**config.mk**
```make
export PLATFORM = sky130hd
export DESIGN_NAME = tlb_ptw
export DESIGN_NICKNAME = d
export VERILOG_FILES = /design/src/rtl/tlb_ptw.sv
export SDC_FILE = /design/constraint.sdc
export NUM_CORES = 1
export LEC_CHECK = 0
export CORE_MARGIN = 2
export CORE_UTILIZATION = 45
export CTS_BUF_LIST = sky130_fd_sc_hd__clkbuf_4
export CTS_CLUSTER_SIZE = 20
export DETAILED_ROUTE_END_ITERATION = 16
export PLACE_DENSITY_LB_ADDON = 0.2
export SLEW_MARGIN = 20
export SYNTH_ARGS = -nofsm -noshare
export SYNTH_HDL_FRONTEND = slang
export SYNTH_SLANG_ARGS = --single-unit
export TNS_END_PERCENT = 100
```
**constraint.sdc**
```tcl
create_clock -name clk -period 2.95 [get_ports clk]
set_input_delay 0.59 -clock clk [delete_from_list [all_inputs] [get_ports clk]]
set_output_delay 0.59 -clock clk [all_outputs]
set_load 0.1 [all_outputs]
```
**src/rtl/tlb_ptw.sv**
```systemverilog
// tlb_ptw: hardware page-table walker that fills tcache_l2.
// Accepts one TLB miss, walks Sv39 (optionally Sv48) tables with 64-bit PTE
// reads, writes the leaf into the tcache_l2 fill port, then reports done.
// One walk in flight, no PTE caching.
//
// Optional feature macro: PTW_SV48_EN (satp_mode 9 walks four levels and
// 512 GB leaves raise wr_512gB). Without it, satp_mode 9 faults in CHK.
//
// Ports:
//   clk, reset                 clock, synchronous active-high reset
//   req_valid/req_ready        miss request handshake (ready only in IDLE)
//   req_vaddr, req_asid        faulting VA[VA_SZ-1:12] and its ASID
//   satp_mode, satp_ppn        translation mode (8=Sv39, 9=Sv48), root PPN
//   flush                      invalidate seen by tcache_l2 this cycle
//   mem_rd_valid/ready/addr    PTE read request channel
//   mem_rsp_valid/data/err     PTE read response channel
//   wr_entry, wr_*             one-cycle fill strobe and fill payload
//   resp_valid/fault/retry     walk completion status (one cycle)
module tlb_ptw #(
    parameter int unsigned VA_SZ = 64,
    parameter int unsigned NPHYS = 56
) (
    input  logic                 clk,
    input  logic                 reset,
    input  logic                 req_valid,
    output logic                 req_ready,
    input  logic [VA_SZ-13:0]    req_vaddr,
    input  logic [15:0]          req_asid,
    input  logic [3:0]           satp_mode,
    input  logic [NPHYS-13:0]    satp_ppn,
    input  logic                 flush,
    output logic                 mem_rd_valid,
    input  logic                 mem_rd_ready,
    output logic [NPHYS-1:0]     mem_rd_addr,
    input  logic                 mem_rsp_valid,
    input  logic [63:0]          mem_rsp_data,
    input  logic                 mem_rsp_err,
    output logic                 wr_entry,
    output logic [VA_SZ-13:0]    wr_vaddr,
    output logic [NPHYS-13:0]    wr_paddr,
    output logic [15:0]          wr_asid,
    output logic [6:0]           wr_gaduwrx,
    output logic                 wr_4mB,
    output logic                 wr_2mB,
    output logic                 wr_1gB,
    output logic                 wr_512gB,
    output logic                 resp_valid,
    output logic                 resp_fault,
    output logic                 resp_retry
);

    localparam int unsigned VPN_W = VA_SZ - 12;
    localparam int unsigned PPN_W = NPHYS - 12;
    localparam int unsigned LVL_W = 2;

`ifdef PTW_SV48_EN
    localparam bit SV48 = 1'b1;
`else
    localparam bit SV48 = 1'b0;
`endif

    typedef enum logic [2:0] {
        S_IDLE,
        S_CHK,
        S_RD,
        S_WAIT,
        S_FILL,
        S_FAULT,
        S_RETRY
    } state_t;

    state_t             state_q, state_d;
    logic [VPN_W-1:0]   va_q, va_d;
    logic [15:0]        asid_q, asid_d;
    logic [3:0]         mode_q, mode_d;
    logic [PPN_W-1:0]   ppn_q, ppn_d;
    logic [LVL_W-1:0]   lvl_q, lvl_d;
    logic               kill_q, kill_d;

    logic [NPHYS-1:0]   rd_addr_d;
    logic [VPN_W-1:0]   wr_vaddr_d;
    logic [PPN_W-1:0]   wr_paddr_d;
    logic [15:0]        wr_asid_d;
    logic [6:0]         wr_gaduwrx_d;
    logic               wr_2mB_d, wr_1gB_d, wr_512gB_d;

    // PTE field decode of the returning read data
    logic               pte_v, pte_r, pte_w, pte_x, pte_u, pte_g, pte_a, pte_d;
    logic [PPN_W-1:0]   pte_ppn;
    logic               unused_pte_bits;

    assign pte_v   = mem_rsp_data[0];
    assign pte_r   = mem_rsp_data[1];
    assign pte_w   = mem_rsp_data[2];
    assign pte_x   = mem_rsp_data[3];
    assign pte_u   = mem_rsp_data[4];
    assign pte_g   = mem_rsp_data[5];
    assign pte_a   = mem_rsp_data[6];
    assign pte_d   = mem_rsp_data[7];
    assign pte_ppn = mem_rsp_data[NPHYS-3:10];
    assign unused_pte_bits = ^{mem_rsp_data[63:NPHYS-2], mem_rsp_data[9:8]};

    // Canonical check: every VA bit above the top translated bit must copy it
    logic [VPN_W-27:0]  hi39;
    logic [VPN_W-36:0]  hi48;
    logic               canon_ok, mode_ok;

    assign hi39     = va_q[VPN_W-1:26];
    assign hi48     = va_q[VPN_W-1:35];
    assign mode_ok  = (mode_q == 4'd8) || (SV48 && (mode_q == 4'd9));
    assign canon_ok = (mode_q == 4'd9) ? ((&hi48) | ~(|hi48))
                                       : ((&hi39) | ~(|hi39));

    assign wr_4mB = 1'b0;

    // 9-bit VPN slice for a given level
    function automatic logic [8:0] vpn_sel(input logic [VPN_W-1:0] va,
                                           input logic [LVL_W-1:0] l);
        case (l)
            2'd0:    return va[8:0];
            2'd1:    return va[17:9];
            2'd2:    return va[26:18];
            default: return va[35:27];
        endcase
    endfunction

    // A superpage leaf must have its low PPN bits clear for its level
    function automatic logic superpage_misaligned(input logic [PPN_W-1:0] p,
                                                  input logic [LVL_W-1:0] l);
        case (l)
            2'd1:    return |p[8:0];
            2'd2:    return |p[17:0];
            2'd3:    return |p[26:0];
            default: return 1'b0;
        endcase
    endfunction

    // Next-state, datapath and next-output logic
    always_comb begin
        state_d      = state_q;
        va_d         = va_q;
        asid_d       = asid_q;
        mode_d       = mode_q;
        ppn_d        = ppn_q;
        lvl_d        = lvl_q;
        kill_d       = kill_q | (flush && (state_q != S_IDLE));
        rd_addr_d    = mem_rd_addr;
        wr_vaddr_d   = wr_vaddr;
        wr_paddr_d   = wr_paddr;
        wr_asid_d    = wr_asid;
        wr_gaduwrx_d = wr_gaduwrx;
        wr_2mB_d     = wr_2mB;
        wr_1gB_d     = wr_1gB;
`ifdef PTW_SV48_EN
        wr_512gB_d   = wr_512gB;
`else
        wr_512gB_d   = 1'b0;
`endif

        case (state_q)
            S_IDLE: begin
                if (req_valid) begin
                    va_d    = req_vaddr;
                    asid_d  = req_asid;
                    mode_d  = satp_mode;
                    ppn_d   = satp_ppn;
                    lvl_d   = (SV48 && (satp_mode == 4'd9)) ? 2'd3 : 2'd2;
                    // a flush on the accept cycle already invalidates this walk
                    kill_d  = flush;
                    state_d = S_CHK;
                end
            end
            S_CHK: begin
                if (kill_d) begin
                    state_d = S_RETRY;
                end else if (!mode_ok || !canon_ok) begin
                    state_d = S_FAULT;
                end else begin
                    rd_addr_d = {ppn_q, vpn_sel(va_q, lvl_q), 3'b000};
                    state_d   = S_RD;
                end
            end
            S_RD: begin
                if (mem_rd_ready) begin
                    state_d = S_WAIT;
                end
            end
            S_WAIT: begin
                if (mem_rsp_valid) begin
                    if (kill_d) begin
                        state_d = S_RETRY;
                    end else if (mem_rsp_err || !pte_v || (!pte_r && pte_w)) begin
                        state_d = S_FAULT;
                    end else if (!pte_r && !pte_x) begin
                        // pointer to next level
                        if (lvl_q == 2'd0) begin
                            state_d = S_FAULT;
                        end else begin
                            ppn_d     = pte_ppn;
                            lvl_d     = LVL_W'(lvl_q - 2'd1);
                            rd_addr_d = {pte_ppn, vpn_sel(va_q, lvl_d), 3'b000};
                            state_d   = S_RD;
                        end
                    end else if (!pte_a || superpage_misaligned(pte_ppn, lvl_q)) begin
                        // no hardware A/D update; misaligned superpages fault
                        state_d = S_FAULT;
                    end else begin
                        wr_vaddr_d   = va_q;
                        wr_paddr_d   = pte_ppn;
                        wr_asid_d    = asid_q;
                        wr_gaduwrx_d = {pte_g, pte_a, pte_d, pte_u, pte_w, pte_r, pte_x};
                        wr_2mB_d     = (lvl_q == 2'd1);
                        wr_1gB_d     = (lvl_q == 2'd2);
`ifdef PTW_SV48_EN
                        wr_512gB_d   = (lvl_q == 2'd3);
`endif
                        state_d      = S_FILL;
                    end
                end
            end
            S_FILL, S_FAULT, S_RETRY: begin
                kill_d  = 1'b0;
                state_d = S_IDLE;
            end
            default: begin
                kill_d  = 1'b0;
                state_d = S_IDLE;
            end
        endcase
    end

    // State, datapath and registered outputs
    always_ff @(posedge clk) begin
        if (reset) begin
            state_q      <= S_IDLE;
            va_q         <= '0;
            asid_q       <= '0;
            mode_q       <= '0;
            ppn_q        <= '0;
            lvl_q        <= '0;
            kill_q       <= 1'b0;
            req_ready    <= 1'b1;
            mem_rd_valid <= 1'b0;
            mem_rd_addr  <= '0;
            wr_entry     <= 1'b0;
            wr_vaddr     <= '0;
            wr_paddr     <= '0;
            wr_asid      <= '0;
            wr_gaduwrx   <= '0;
            wr_2mB       <= 1'b0;
            wr_1gB       <= 1'b0;
`ifdef PTW_SV48_EN
            wr_512gB     <= 1'b0;
`endif
            resp_valid   <= 1'b0;
            resp_fault   <= 1'b0;
            resp_retry   <= 1'b0;
        end else begin
            state_q      <= state_d;
            va_q         <= va_d;
            asid_q       <= asid_d;
            mode_q       <= mode_d;
            ppn_q        <= ppn_d;
            lvl_q        <= lvl_d;
            kill_q       <= kill_d;
            req_ready    <= (state_d == S_IDLE);
            mem_rd_valid <= (state_d == S_RD);
            mem_rd_addr  <= rd_addr_d;
            wr_entry     <= (state_d == S_FILL);
            wr_vaddr     <= wr_vaddr_d;
            wr_paddr     <= wr_paddr_d;
            wr_asid      <= wr_asid_d;
            wr_gaduwrx   <= wr_gaduwrx_d;
            wr_2mB       <= wr_2mB_d;
            wr_1gB       <= wr_1gB_d;
`ifdef PTW_SV48_EN
            wr_512gB     <= wr_512gB_d;
`endif
            resp_valid   <= (state_d == S_FILL) || (state_d == S_FAULT) ||
                            (state_d == S_RETRY);
            resp_fault   <= (state_d == S_FAULT);
            resp_retry   <= (state_d == S_RETRY);
        end
    end

`ifndef PTW_SV48_EN
    assign wr_512gB = 1'b0;
    logic unused_512;
    assign unused_512 = wr_512gB_d;
`endif

endmodule

```
==> results of run 1 <==
-- synthesized netlist by cell type, drive strengths merged (2+ instances only) --
cell	count
a2111oi	9
a211oi	48
a21oi	175
a22o	9
a22oi	9
a31oi	10
and2	45
and3b	2
buf	46
clkbuf	91
dfxtp	302
ha	6
inv	4
mux2i	121
nand2	152
nand2b	242
nand3	6
nand4	8
nand4b	53
nor2	54
nor2b	4
nor3	6
nor4	11
nor4b	2
o21a	2
o21ai	15
o22ai	3
o31ai	54
or2	2
or3	3
-- registers in the layout, summed over array words and instances (netlist names) --
register,count
mem_rd_addr,53
va_q,52
wr_vaddr,52
ppn_q,44
wr_paddr,44
asid_q,16
wr_asid,16
wr_gaduwrx,7
mode_q,4
state_q,3
lvl_q,2
kill_q,1
mem_rd_valid,1
req_ready,1
resp_fault,1
resp_retry,1
resp_valid,1
wr_1gB,1
wr_2mB,1
wr_entry,1
-- per-stage QoR --
stage / power [uW] / hold slack, ps / instances / utilization, %
after CTS: 11800 / 367 / 2309 / 61.7
after global placement: 7940 / 443 / 2176 / 58.3
after global routing: 12300 / 401 / 2310 / 61.7
after detailed placement: 8020 / 449 / 2176 / 58.3
final: 11700 / 426 / 2311 / 61.7
after floorplan: 6970 / 431 / 1507 / -
-- worst min-delay path: stages (launching register included) --
cell and delay (ps):
sky130_fd_sc_hd__dfxtp_1 310, sky130_fd_sc_hd__nand2b_1 60, sky130_fd_sc_hd__mux2i_1 60
-- per-layer routing --
layer | vias up | global-route usage (%)
met1 | 5806 | 30.2
met4 | 2 | 7.01
met2 | 416 | 40.3
met3 | 50 | 6.63
li1 | 6016 | -
met5 | - | 0
-- kinds of logic after synthesis --
group,Yosys count
muxes,121
adders and majority gates,6
buffers and inverters,141
other,1
AOI/OAI and AO/OA,339
DFF,302
and+or+nand+nor,593
-- worst max path at each step --
stage                     startpoint            to  slack [ps]  cells after the start
global route        mem_rsp_data[13]   wr_vaddr[5]          90                     10
detailed placement  mem_rsp_data[13]  wr_paddr[33]        -450                     10
CTS                 mem_rsp_data[13]  wr_paddr[33]         260                     10
finish              mem_rsp_data[13]  wr_paddr[33]         180                     10
global placement    mem_rsp_data[13]  wr_paddr[29]        -460                     10
floorplan           mem_rsp_data[13]        wr_1gB         660                      8
-- final cells by class --
type | instances | area share, %
diodes | 2 | 0.0272
clock buffers | 123 | 5.02
clock inverters | 10 | 0.537
inverters | 4 | 0.0816
multi-input cells | 1064 | 38.2
flip-flops and latches | 302 | 32.9
well taps | 390 | 2.65
repair buffers | 416 | 20.6
-- where the power goes --
part           internal (uW)  switching, uW
logic                   1180           1790
clock network           2050           1680
registers               4570            399
total                   7800           3860
==> results.ini, run 1 <==
[layout]
final_layout_size_suffix_gt1_share_pct=22.5
sequential_cell_area_in_the_final_layout_um2=6050
finish.instance_area_um2=18400
layout_common_cells=sky130_fd_sc_hd__dfxtp_1 (302), sky130_fd_sc_hd__nand2b_1 (242), sky130_fd_sc_hd__buf_4 (224)
multiInputGateArea_um2=7030
area_growth_pct=34.5
fill_count=2577
layout.cells.most_common=sky130_fd_sc_hd__dfxtp_1
fin_nets=2061

[logic_synthesis]
synth_enable_flop_cells=0
top_cell_type_by_total_area_after_synthesis=sky130_fd_sc_hd__dfxtp_1
share_of_the_synthesized_area_in_the_top_cell_type_pct=44.2
synth-xor-area-share_pct=0
yosysWarnings=0
synthesis.area_um2=13700
mapped_avg_cell_area_um2=9.10
combinational_family_with_the_most_area_after_synthesis=simple AND/OR/NAND/NOR gates
synth.area.top_cells=sky130_fd_sc_hd__dfxtp_1 (44%), sky130_fd_sc_hd__nand2b_1 (11%), sky130_fd_sc_hd__mux2i_1 (8.9%), sky130_fd_sc_hd__a21oi_1 (6.4%), sky130_fd_sc_hd__o31ai_2 (4.6%)
number_of_synthesized_register_bits=302
synthSimpleGateAreaFrac_pct=24.5
post_synth_mux_area_share_pct=8.85
synth_compound_gate_area_share_pct=17.1
syn_inst=1503
synth-seq-area-share_pct=44.2
synth.lib_cells_used.distinct=51
post_synth_fa_ha_maj_area_fraction_pct=0.549
synth_ff_type=sky130_fd_sc_hd__dfxtp_1
async_reset_ff_share_pct=0

[cts]
tritoncts_num_sinks=302
clock_latency_ps=680
cts_inserted_buffers=80
post_cts_buffers=0
root_buffer=sky130_fd_sc_hd__clkbuf_4
holdBufCountCts=0
cts_tree=built
cts-htree-levels=3
maximum_buffer_depth_of_the_clock_tree=3
clkTransAtPathRegs_ps=60
cts_repair_resize_count=0

[setup_path]
crit_slowest_cell=sky130_fd_sc_hd__nor4_1
worstPathCellList=clkdlybuf4s50_1 -> nor4_1 -> buf_4 -> nand3_1 -> nor4_1 -> o21ai_1 -> a211oi_4 -> buf_4 -> buf_12 -> mux2i_1
ff2ff_setup_slack_ps=360
critical_path.reg2reg.startpoint=lvl_q[0]
worstSetupStartpointType=input pin
path_delay_family=buffers and inverters
worst_r2r_path_depth=9
worst-endpoint-arrival_ps=3360
timing.critical_path.slowest_cell_delay_ps=550
endpoint_of_the_most_critical_register_to_register_path=ppn_q[2]
crit_path_end_kind=flop
crit_path_max_fanout=21
required_time_at_the_endpoint_of_the_critical_path_ps=3540
critPathKind=input pin to flop
path_buf_inv=4

[floorplanning]
rows=63
fp.dieArea_um2=31800
io_pins=372
floorplan.die.width_um=178
floorplan.initialDensity_pct=45.9
core_area_um2=29800
dieHeight_um=178

[sta]
timing.final.hold_violations=0
maxSlewViolCount=0
final_total_negative_setup_slack_ps=0
fmax_mhz=361
worst_slew_margin_rel_pct=41.2
rsz0062_at_grt=false
least_margin_pin_slew_ps=882
period_share_pct=93.9
finalWorstPathRequiredPeriod_ps=2770
finalSetupViolations=0
finalWorstSetupSlack_ps=180
clock_skew_ps=56.9

[run]
maxCapViolCount=0

[place]
gp_routability_congestion=0.820
place.detailed.hpwl_um=27500
post_dp_cell_area_um2=17400
pre_cts_worst_setup_slack_ps=-454
io_buffers=354

[global_routing]
global_route.overflow_total=0
grt_antenna_before_repair=3
number_of_global_route_vias_before_repair=11700
groute.usage.overall_pct=24.0
wire_length_of_the_first_global_routing_pass_um=61300
grt_start_max_net_pins=88

[drt]
wirelength_met1_um=17000
wl_per_cell_um=17.3
router_iterations_before_antenna_repair=5
detailroute.via_count=12300
detail_route.drc_violations=0
highest_layer=met5
detailedRoute.firstIterationViolations=685
dr_wl_met2_um=19100
drt.antenna.violating_nets=0
totalWireLength_um=40000
routed-wl-met3_um=3190
vias_per_cell=5.32

[worst_hold_path]
worstHoldStart=asid_q[11]
min_to=wr_asid[11]
timing.hold.worst_path_depth=2
min_path_type=flop to flop

[power_and_ir_drop]
vdd_ir_drop_max_mv=0.313
power-per-cell-area_nw_per_um2=634
power_leakage_uw=0.00693

[status]
outcome=finished clean

Note: power is estimated with default switching activity, not from simulation.
==> run 2: changes to the inputs <==
TNS_END_PERCENT = 5   (was 100)
==> results of run 2 <==
No change in the layout: final DEF, timing and power equal those of run 1.
